$ cat src/rtl/gbcvt_pkg.sv
// gbcvt_pkg: shared gray decode, popcount and receiver state type for gray pointer links
package gbcvt_pkg;
  localparam int MAXW = 16;
  typedef enum logic [1:0] {FILL, PRIME, RUN} rx_state_e;
  function automatic logic [MAXW-1:0] gray2bin_f(input logic [MAXW-1:0] g);
    logic [MAXW-1:0] b;
    b[MAXW-1] = g[MAXW-1];
    for (int i = MAXW-2; i >= 0; i--) b[i] = b[i+1] ^ g[i];
    return b;
  endfunction
  function automatic logic [4:0] popcount_f(input logic [MAXW-1:0] v);
    logic [4:0] n;
    n = '0;
    for (int i = 0; i < MAXW; i++) n = n + 5'(v[i]);
    return n;
  endfunction
endpackage

$ cat src/rtl/gbcvt_sync.sv
// gbcvt_sync: STAGES-deep flop chain for a DW-wide bus, wire when STAGES is 0
module gbcvt_sync #(
  parameter int DW = 4,
  parameter int STAGES = 2
) (
  input  logic          clk,
  input  logic          rst,
  input  logic [DW-1:0] d,
  output logic [DW-1:0] q
);
  if (STAGES == 0) begin : g_pass
    assign q = d;
  end else begin : g_chain
    logic [DW-1:0] sr [STAGES];
    always_ff @(posedge clk) begin
      if (rst) for (int i = 0; i < STAGES; i++) sr[i] <= '0;
      else begin
        sr[0] <= d;
        for (int i = 1; i < STAGES; i++) sr[i] <= sr[i-1];
      end
    end
    assign q = sr[STAGES-1];
  end
endmodule

$ cat src/rtl/gray_ptr_rx.sv
// gray_ptr_rx: synchronise a gray pointer, decode it, report step and flag multi-bit jumps
module gray_ptr_rx
  import gbcvt_pkg::*;
#(
  parameter int DW = 4,
  parameter int SYNC_STAGES = 2,
  parameter int ECW = 8
) (
  input  logic           clk,
  input  logic           rst,
  input  logic [DW-1:0]  gray_in,
  input  logic           clr_err,
  output logic [DW-1:0]  bin_out,
  output logic           bin_vld,
  output logic [DW-1:0]  step,
  output logic           moved,
  output logic           err,
  output logic [ECW-1:0] err_cnt
);
  logic [DW-1:0] g_sync, g_cur, g_prev, b_cur;
  logic [1:0] cnt;
  logic [4:0] hd;
  logic mv_now, err_now;
  rx_state_e state, state_nx;
  gbcvt_sync #(.DW(DW), .STAGES(SYNC_STAGES)) u_sync (
    .clk(clk),
    .rst(rst),
    .d(gray_in),
    .q(g_sync)
  );
  assign b_cur = DW'(gray2bin_f(MAXW'(g_cur)));
  assign hd = popcount_f(MAXW'(g_cur ^ g_prev));
  assign mv_now = (state == RUN) && (hd == 5'd1);
  assign err_now = (state == RUN) && (hd > 5'd1);
  always_comb state_nx = (state == FILL) ? ((cnt == 2'(SYNC_STAGES)) ? PRIME : FILL) : RUN;
  always_ff @(posedge clk) begin
    if (rst) begin
      state <= FILL;
      cnt <= '0;
    end else begin
      state <= state_nx;
      cnt <= (state == FILL) ? cnt + 2'd1 : '0;
    end
  end
  // bin_out always holds decode(g_prev), so it doubles as the previous binary value
  always_ff @(posedge clk) begin
    if (rst) begin
      g_cur <= '0;
      g_prev <= '0;
      bin_out <= '0;
      bin_vld <= 1'b0;
      step <= '0;
      moved <= 1'b0;
      err <= 1'b0;
      err_cnt <= '0;
    end else begin
      g_cur <= g_sync;
      if (state != FILL) begin
        g_prev <= g_cur;
        bin_out <= b_cur;
      end
      bin_vld <= bin_vld | (state == PRIME);
      moved <= mv_now;
      err <= err_now;
      step <= mv_now ? b_cur - bin_out : '0;
      err_cnt <= clr_err ? '0 : (err_now && err_cnt != '1) ? err_cnt + ECW'(1) : err_cnt;
    end
  end
endmodule

$ cat config.mk
export PLATFORM = sky130hd
export DESIGN_NAME = gray_ptr_rx
export DESIGN_NICKNAME = d
export VERILOG_FILES = /design/src/rtl/gbcvt_pkg.sv /design/src/rtl/gbcvt_sync.sv /design/src/rtl/gray_ptr_rx.sv
export SDC_FILE = /design/constraint.sdc
export NUM_CORES = 1
export LEC_CHECK = 0
export ABC_AREA = 1
export CORE_ASPECT_RATIO = 1.5
export CORE_UTILIZATION = 52
export CTS_CLUSTER_DIAMETER = 100
export DETAILED_ROUTE_END_ITERATION = 10
export PLACE_DENSITY = 0.77
export SLEW_MARGIN = 40
export SYNTH_ARGS = -nofsm -noshare
export SYNTH_HDL_FRONTEND = slang
export SYNTH_SLANG_ARGS = --single-unit
$ cat constraint.sdc
create_clock -name clk -period 6.4 [get_ports clk]
set_input_delay 0.96 -clock clk [delete_from_list [all_inputs] [get_ports clk]]
set_output_delay 0.96 -clock clk [all_outputs]
set_load 0.02 [all_outputs]
Yosys cells after proc, flatten, opt, wreduce, memory -nomap -nowiden
Memories as Yosys holds them, arrays and structs flattened. A register that Yosys moved wholly into a read port is not among the register bits.
Index checks and enable logic that the tools add are counted.
{ "classes": {"add_sub_neg": 18, "n_mul": 0, "div": 0, "magnitude_cmp": 1, "eq_ne": 5, "shift": 0, "mux": 7, "bitwise_logic": 9, "n_reduce_logical": 8} }
{ "ops": {"columns": ["cell", "count"], "rows": [
  ["$add A5 B1 Y5 const B", 11],
  ["$add A8 B1 Y8 const B", 1],
  ["$mux W4", 2],
  ["$ne A8 B8 Y1 const B", 1],
  ["$reduce_or A2 Y1", 3],
  ["$add A4 B1 Y5 const B", 1],
  ["$eq A5 B1 Y1 const B", 1],
  ["$gt A5 B1 Y1 const B", 1],
  ["$add A3 B1 Y4", 1],
  ["$eq A2 B2 Y1 const B", 2],
  ["$mux W1", 4],
  ["$sub A4 B4 Y4", 1],
  ["$xor A4 B4 Y4", 1],
  ["$add A2 B1 Y3", 1],
  ["$logic_and A1 B1 Y1", 3],
  ["$or A1 B1 Y1", 3],
  ["$xor A1 B1 Y1", 3],
  ["$add A1 B1 Y2", 1],
  ["$add A2 B1 Y2 const B", 1],
  ["$eq A2 B1 Y1 const B", 1],
  ["$logic_not A2 Y1", 1],
  ["$mux W2", 1],
  ["$not A1 Y1", 2],
  ["$reduce_bool A2 Y1", 1]
]} }
{ "totals": {"register_bits": 27, "latchBits": 0, "ramBits": 8, "mem_bits_ro": 0, "input_bits": 7, "output_inout_bits": 19, "elab_cells": 59, "memories": 1} }
{ "memory_table": {"columns": ["memory", "words", "width", "rd", "rd_ports_with_merged_regs", "wr", "line", "rtl"], "rows": [
  ["u_sync.g_chain.sr", 2, 4, 2, 1, 2, "gbcvt_sync.sv:14", "logic [DW-1:0] sr [STAGES];"]
]} }

Longest topological paths before layout
Gate-level depths: netlist (run 1).
{ "depth": {"word_depth": 20, "mapped_depth": 15, "ltp_nobuf": 15} }

Hierarchy
Synthesis (run 1) repeated with hierarchy kept, for this count alone.
{ "hier_totals": {"cells_unflattened": 211, "area_unflattened_um2": 1675.4} }
{ "modules_own_cells": {"columns": ["mod", "instances", "cells_per_inst", "area_per_inst_um2", "seq_area_each_um2"], "rows": [
  ["gray_ptr_rx", 1, 182, 1413.9, 600.6],
  ["gbcvt_sync", 1, 29, 261.5, 160.2]
]} }

Worst setup path before layout (run 1)
OpenSTA, ideal clock, no wires.
{ "synth_path": {"kind": "register -> register", "startpoint": "register g_cur[3] (read register of u_sync.g_chain.sr)", "endpoint": "register err_cnt[2]", "setup_time_ps": 115, "t_arrival_ps": 1929, "required_ps": 6285, "setup_slack_ps": 4356, "stages_incl_launch_ff": 10, "path_buffers": 1, "period_less_slack_ps": 2044, "path_cell_list": "dfxtp_1 -> xor2_1 -> fa_1 -> ha_1 -> inv_1 -> ha_1 -> nor2_8 -> buf_6 -> a31oi_1 -> nor2_1"} }
{ "synth_between": {"elab_chain_cells": 17} }
{ "synth_rtl": {"columns": ["item", "line", "rtl"], "rows": [
  ["start, declared", "gray_ptr_rx.sv:20", "logic [DW-1:0] g_sync, g_cur, g_prev, b_cur;"],
  ["$xor A4 B4 Y4", "gray_ptr_rx.sv:32", "assign hd = popcount_f(MAXW'(g_cur ^ g_prev));"],
  ["$add A3 B1 Y4", "gbcvt_pkg.sv:14", "for (int i = 0; i < MAXW; i++) n = n + 5'(v[i]);"],
  ["$add A4 B1 Y5", "gbcvt_pkg.sv:14", null],
  ["$add A5 B1 Y5 (11 in series)", "gbcvt_pkg.sv:14", null],
  ["$gt A5 B1 Y1", "gray_ptr_rx.sv:34", "assign err_now = (state == RUN) && (hd > 5'd1);"],
  ["$logic_and A1 B1 Y1", "gray_ptr_rx.sv:34", null],
  ["$logic_and A1 B1 Y1", "gray_ptr_rx.sv:66", "err_cnt <= clr_err ? '0 : (err_now && err_cnt != '1) ? err_cnt + ECW'(1) : err_cnt;"],
  ["end signal, assigned", "gray_ptr_rx.sv:66", null],
  ["end, declared", "gray_ptr_rx.sv:18", "output logic [ECW-1:0] err_cnt"]
]} }
Every way passes these cells.
A chain may end at the register's enable or synchronous reset.

Final worst setup path (run 1)
{ "layout_path": {"startpoint": "register err_cnt[3]", "endpoint": "output port err_cnt[3]"} }
No word-level cell between the ends.

==> flow_summary.ini, run 1 <==
[outcome]
result_of_the_run = finished, final reports clean

[floorplan]
fp.dieH_um = 70.89
design.die.area_um2 = 3398
num_rows = 24
core_region_area_um2 = 2973
floorplan.die.width_um = 47.93
start_util_pct = 55.35
ios = 26

[worst_hold_path]
holdCritStartpoint = u_sync.g_chain.sr[0][0]
hold_path_endpoint = u_sync.g_chain.sr[1][0]
hp-class = reg -> reg
timing.hold.worst_path_depth = 2

[timing]
timing_max_transition_violations_final = 0
slew_headroom_pct = 64.08
timing_hold_violations_final = 0
max_slew.worst_pin.slew_ns = 0.5371
grt_setup_unrepaired = no
final_period_minus_worst_setup_slack_ns = 2.316
setup_tns_ns = 0
fin_hold_ws_ns = 0.4036
timing.final.crit_share_pct = 36.18
fin_skew_ns = 0.003814
timing.final.setup_violations = 0
fmaxAchievable_ghz = 0.4319

[power]
p_comb_share_pct = 8.5
max-vdd-ir-drop_uv = 264.0
power.switching_fraction_pct = 21.92
seq_power_share_pct = 51.4
clock_power_share_pct = 40.0
internal_power_contribution_uw = 378.8
switching_power_uw = 106.4
power.leakage_uw = 0.0008772
pwr_density_nw_per_um2 = 239.8

[setup_path]
reg2reg_depth = 9
crit_path_start_kind = flop
cp_slowest_stage_delay_ns = 0.64
worstPathArrival_ns = 1.36
end_kind = primary output
worstReg2RegStart = g_cur[3]
critical_path.cell_chain = clkdlybuf4s50_1
type_of_the_worst_setup_path = reg -> out
rrSetupSlack_ns = 4.11
timing.critical_path.slowest_stage_cell = sky130_fd_sc_hd__clkdlybuf4s50_1
cp_top_family = buffers and inverters
critical_path_buf_inv_count = 1
cp_max_fo = 6
critical_path_required_ns = 5.44
reg_to_reg_end = step[0]

[clocking]
tritoncts = built
post_cts.resized_instances = 0
clkSlewWorstSetupHoldPaths_ns = 0.07
ctsHoldBuffers = 0
cts-root-buf = sky130_fd_sc_hd__clkbuf_8
clock_sinks = 38
postCtsSetupBuffers = 0
cts-buffers-inserted = 5
insertion_delay_ns = 0.29
clk_path_buf_depth = 2
cts.htree.levels = 2

[layout]
final_design_instance_area_without_fill_um2 = 2023
area_growth_syn_to_layout_pct = 22.97
fin_nets = 253
n_antenna_cell = 0
fill_cells = 254
finalCoreUtilization_pct = 68.06
drive_gt1_share_pct = 6.329

[placement]
gp_congestion = 0.8031
placed_area_um2 = 1917
dp_hpwl_mm = 2.134
port_buffers = 25

[routing]
post_drt_via_cell_ratio = 4.605
finalWirelength_mm = 2.820
detailroute.via_count = 1271
initialDrtViolationCount = 35
drc = 0
drt.antenna.violating_nets = 0
dr.pass1.iters = 4
detail_route.wl_per_cell_um = 10.22

[global_route]
grt-ovfl-total = 0
first_global_vias = 1163
grt_first_pass_wirelength_mm = 4.740
antenna_violations_before_repair = 0
all_layer_global_routing_usage_pct = 20.15
largest_net_degree_at_the_start_of_global_routing = 18

[synthesis]
synthCells = 208
synth.net_count = 225
yosysSeqAreaShare_pct = 46.24
yosys.cell_count.top_type = sky130_fd_sc_hd__nand2_1
synth_cell_types = 27
synth_area_per_cell_um2 = 7.910
async_reset_ff_share_pct = 0
synth_largest_type_area_fraction_pct = 46.24
synth_area_leader_cell = sky130_fd_sc_hd__dfxtp_1
synth.top_cells.by_count = sky130_fd_sc_hd__nand2_1 (39), sky130_fd_sc_hd__dfxtp_1 (38), sky130_fd_sc_hd__inv_1 (38)
synthesis.area_um2 = 1645
synth_edf_count = 0
yosysWarningCount = 0
dominantRegCellSynth = sky130_fd_sc_hd__dfxtp_1
postSynthRegisterBits = 38
synth.area.top_cells = sky130_fd_sc_hd__dfxtp_1 (46%), sky130_fd_sc_hd__nand2_1 (8.9%), sky130_fd_sc_hd__inv_1 (8.7%)

[job]
timing.max_cap.violations = 0
cell usage in the layout (no fill, tap or decap), types with 4 or more instances in the layout:
| cell type | netlist | routed |
|---|---|---|
| sky130_fd_sc_hd__clkbuf_8 | 0 | 5 |
| sky130_fd_sc_hd__inv_1 | 38 | 38 |
| sky130_fd_sc_hd__xor2_1 | 4 | 4 |
| sky130_fd_sc_hd__dfxtp_1 | 38 | 38 |
| sky130_fd_sc_hd__nand4_1 | 4 | 4 |
| sky130_fd_sc_hd__nand3_1 | 11 | 11 |
| sky130_fd_sc_hd__ha_1 | 8 | 8 |
| sky130_fd_sc_hd__clkdlybuf4s50_1 | 0 | 25 |
| sky130_fd_sc_hd__a21oi_1 | 4 | 4 |
| sky130_fd_sc_hd__o21ai_0 | 5 | 5 |
| sky130_fd_sc_hd__nor2_1 | 37 | 37 |
| sky130_fd_sc_hd__nand2_1 | 39 | 39 |
area by class of cell:
cell class / instances / area [µm²] / area share (%)
Inverter: 38 / 142.6 / 7.050
Timing Repair Buffer: 25 / 250.2 / 12.37
Tap cell: 39 / 48.80 / 2.412
Sequential cell: 38 / 760.7 / 37.60
Multi-Input combinational cell: 128 / 714.4 / 35.31
Clock inverter: 1 / 30.03 / 1.484
Clock buffer: 7 / 76.32 / 3.772
through the flow:
| step | instances | worst slack [ns] | total power [µW] |
|---|---|---|---|
| after floorplan | 208 | 4.356 | 283.6 |
| after global placement | 268 | 3.954 | 295.9 |
| after detailed placement | 268 | 3.924 | 296.5 |
| after CTS | 276 | 4.077 | 491.1 |
| after global routing | 276 | 3.872 | 511.7 |
| final | 276 | 4.084 | 485.2 |
state kept, by name (all words and copies together) (netlist names):
| signal | count |
|---|---|
| bin_vld | 1 |
| cnt | 2 |
| g_cur | 4 |
| u_sync.g_chain.sr | 8 |
| err | 1 |
| bin_out | 4 |
| state | 2 |
| step | 4 |
| moved | 1 |
| g_prev | 3 |
| err_cnt | 8 |
worst max-delay path by stage:
stage	startpoint	to	depth (start not counted)
3_5_place_dp	rst	g_prev[1]	6
4_1_cts	err_cnt[3]	err_cnt[3]	1
3_3_place_gp	rst	bin_out[3]	6
2_1_floorplan	g_cur[3]	err_cnt[2]	9
6_report	err_cnt[3]	err_cnt[3]	1
5_1_grt	g_cur[3]	step[0]	9
cells by family (layout without fill, tap and decap cells):
family | count (synthesis) | after routing | share of synthesized area [%]
simple gates | 101 | 101 | 28.29
fa+ha+maj | 10 | 10 | 8.517
xor+xnor | 5 | 5 | 2.661
flops | 38 | 38 | 46.24
compound gates | 12 | 12 | 3.954
buf+inv | 42 | 71 | 10.34
per-layer routing:
| metal | track usage [%] | wire [µm] | vias to the layer above |
|---|---|---|---|
| met3 | 7.653 | 112 | 7 |
| met5 | 0 | 0 | - |
| met4 | 10.19 | 78 | 0 |
| met1 | 21.04 | 1109 | 556 |
| met2 | 33.18 | 1519 | 26 |
| li1 | - | - | 682 |
power by group through the flow:
stage                     registers (µW)  clock network [µW]  logic, µW
final                                250                 194       41.3
after global routing                 250                 214       47.3
after CTS                            250                 199       41.9
after detailed placement             255                   0       41.4
after global placement               255                   0       41.0
after floorplan                      256                   0       27.5
Power figures use the tool's default switching activity.
==> run 2, diff against run 1 <==
- CORE_UTILIZATION: 52 -> 47
- PLACE_DENSITY: 0.77 -> 0.73
- clock period: 6.4 -> 2 ns (I/O delays scaled with it)
==> run 2 against run 1 <==
Combinational power grew to 3.9 times the previous value. Die area is 10% higher. Cell area grew 9.3%. The flow now finishes with violations (negative setup slack). Wire length rose by 8.7%. Sequential cell count stayed put. Global-route usage is 1.7 points lower.
==> flow_summary.ini, run 2 (synthesized netlist as in run 1, its figures left out) <==
[global_route]
grt_first_pass_wirelength_mm = 5.043
all_layer_global_routing_usage_pct = 18.43
grt-ovfl-total = 0
largest_net_degree_at_the_start_of_global_routing = 11
antenna_violations_before_repair = 0
first_global_vias = 1286

[layout]
layout_commonest_cell = sky130_fd_sc_hd__nand2_1
regs_by_ff_count = err_cnt (8), u_sync.g_chain.sr (8)
final_design_instance_area_without_fill_um2 = 2211
area_growth_syn_to_layout_pct = 34.37
layout_common_cells = sky130_fd_sc_hd__nand2_1 (37), sky130_fd_sc_hd__inv_1 (36), sky130_fd_sc_hd__nor2_1 (34), sky130_fd_sc_hd__dfxtp_1 (34), sky130_fd_sc_hd__clkdlybuf4s50_1 (25)
n_antenna_cell = 0
drive_gt1_share_pct = 18.95
fin_nets = 266

[timing]
max_slew.worst_pin.slew_ns = 0.2536
timing.final.crit_share_pct = 100.7
timing.final.setup_violations = 1
timing_hold_violations_final = 0
final_period_minus_worst_setup_slack_ns = 2.014
setup_slack_ns = -0.01396
fmaxAchievable_ghz = 0.4965
fin_skew_ns = 0.002685
timing_max_transition_violations_final = 0
slew_headroom_pct = 83.04
grt_setup_unrepaired = yes

[outcome]
failing_checks = negative setup slack
result_of_the_run = finished, violations left

[clocking]
clk_path_buf_depth = 2
cts-buffers-inserted = 5
clock_sinks = 38
tritoncts = built
cts.htree.levels = 2
insertion_delay_ns = 0.28
cts-root-buf = sky130_fd_sc_hd__clkbuf_8
clkSlewWorstSetupHoldPaths_ns = 0.07

[power]
pwr_density_nw_per_um2 = 663.9
report.power.total_uw = 1468
max-vdd-ir-drop_uv = 678.6
power.leakage_uw = 0.0009353

[floorplan]
ios = 26
design.die.area_um2 = 3746
fp.dieH_um = 74.47
core_region_area_um2 = 3383
floorplan.die.width_um = 50.31
num_rows = 26
start_util_pct = 48.63

[setup_path]
cp_top_family = adder cells
cp_slowest_stage_delay_ns = 0.55
end_kind = flop
reg2reg_depth = 10
type_of_the_worst_setup_path = reg -> reg
critical_path_required_ns = 2.22
reg_to_reg_end = err_cnt[7]
crit_path_start_kind = flop
cp_max_fo = 6
critical_path_buf_inv_count = 1
worstReg2RegStart = g_cur[3]
rrSetupSlack_ns = -0.01
critical_path.cell_chain = xor2_4 -> fa_1 -> ha_4 -> inv_2 -> ha_4 -> nor2_8 -> nand2_4 -> nor2_2 -> nor2_1 -> nor2_1
timing.critical_path.slowest_stage_cell = sky130_fd_sc_hd__fa_1
worstPathArrival_ns = 2.24
path_depth = 10

[job]
timing.max_cap.violations = 0

[placement]
placed_area_um2 = 2006
port_buffers = 25
gp_congestion = 0.7773
dp_hpwl_mm = 2.279

[routing]
post_drt_via_cell_ratio = 4.734
drc = 0
dr.pass1.iters = 4
finalWirelength_mm = 3.064
detailroute.via_count = 1373
initialDrtViolationCount = 30
drt.antenna.violating_nets = 0
detail_route.wl_per_cell_um = 10.57

[worst_hold_path]
timing.hold.worst_path_depth = 2
hp-class = reg -> reg
hold_path_endpoint = g_cur[3]
holdCritStartpoint = u_sync.g_chain.sr[1][3]
-- run 2: changes by cell type in the layout (fill, tap and decap cells not counted), moves of 3 or more --
cell,change
sky130_fd_sc_hd__dfxtp_1,-4
sky130_fd_sc_hd__dfxtp_2,+3
sky130_fd_sc_hd__ha_4,+3
sky130_fd_sc_hd__nor2_4,+3
sky130_fd_sc_hd__nor2_1,-3
sky130_fd_sc_hd__ha_1,-3
sky130_fd_sc_hd__buf_4,+12
-- run 2: worst reg2reg max path, stage by stage, from the launching register on --
cell and delay [ns]:
sky130_fd_sc_hd__dfxtp_4 0.36, sky130_fd_sc_hd__xor2_4 0.19, sky130_fd_sc_hd__fa_1 0.55, sky130_fd_sc_hd__ha_4 0.16
sky130_fd_sc_hd__inv_2 0.04, sky130_fd_sc_hd__ha_4 0.18, sky130_fd_sc_hd__nor2_8 0.17, sky130_fd_sc_hd__nand2_4 0.08
sky130_fd_sc_hd__nor2_2 0.09, sky130_fd_sc_hd__nor2_1 0.04, sky130_fd_sc_hd__nor2_1 0.09
-- run 2: final cells by class --
| type | instances | area, µm² |
|---|---|---|
| Fill cell | 301 | 1172 |
| Multi-Input combinational cell | 129 | 824.5 |
| Sequential cell | 38 | 768.2 |
| Timing Repair Buffer | 37 | 340.3 |
| Inverter | 38 | 142.6 |
| Clock buffer | 6 | 82.58 |
| Tap cell | 42 | 52.55 |
-- run 2: how the worst max path moves through the flow --
stage | to | start | slack (ns)
2_1_floorplan | err_cnt[5] | g_prev[0] | 0.03
3_3_place_gp | step[2] | g_cur[3] | -0.13
3_5_place_dp | step[2] | g_cur[3] | -0.18
4_1_cts | step[2] | g_prev[0] | -0.03
5_1_grt | err_cnt[7] | g_cur[3] | -0.09
6_report | err_cnt[7] | g_cur[3] | -0.01
-- run 2: layer usage --
metal	global-route usage (%)	vias up	part of all wire, %
met5	0	-	0
met4	13.27	0	3.0
met3	5.112	8	3.4
met2	34.96	31	55
met1	16.33	622	38
li1	-	712	-
-- run 2: report_power, final --
| group | switching [µW] | internal [µW] | leakage (µW) |
|---|---|---|---|
| Sequential | 13.6 | 785 | 0.000311 |
| Combinational | 91.3 | 72.0 | 0.000581 |
| Clock | 241 | 265 | 0.0000431 |
| Total | 345 | 1120 | 0.000935 |
-- run 2: what timing repair did --
| item | in CTS | in global routing |
|---|---|---|
| hold buffers | 0 | 0 |
| pin swaps | 9 | 10 |
| setup endpoints to repair | 11 | 13 |
| endpoints found under the hold margin | 0 | 0 |
| resized for setup | 8 | 15 |
| buffers inserted | 2 | 0 |
| gates cloned | 1 | 0 |
-- run 2: per-stage QoR --
step / instances / TNS (ns) / util [%] / setup WS, ns / hold slack, ns
after floorplan: 208 / 0 / - / 0.02682 / 0.3883
after global placement: 281 / -0.4856 / 59.28 / -0.1316 / 0.3903
final: 290 / -0.01396 / 65.35 / -0.01396 / 0.4007
after detailed placement: 281 / -0.8110 / 59.28 / -0.1783 / 0.3978
after global routing: 290 / -0.5447 / 65.35 / -0.08910 / 0.4232
after CTS: 290 / -0.05327 / 63.57 / -0.02913 / 0.4025
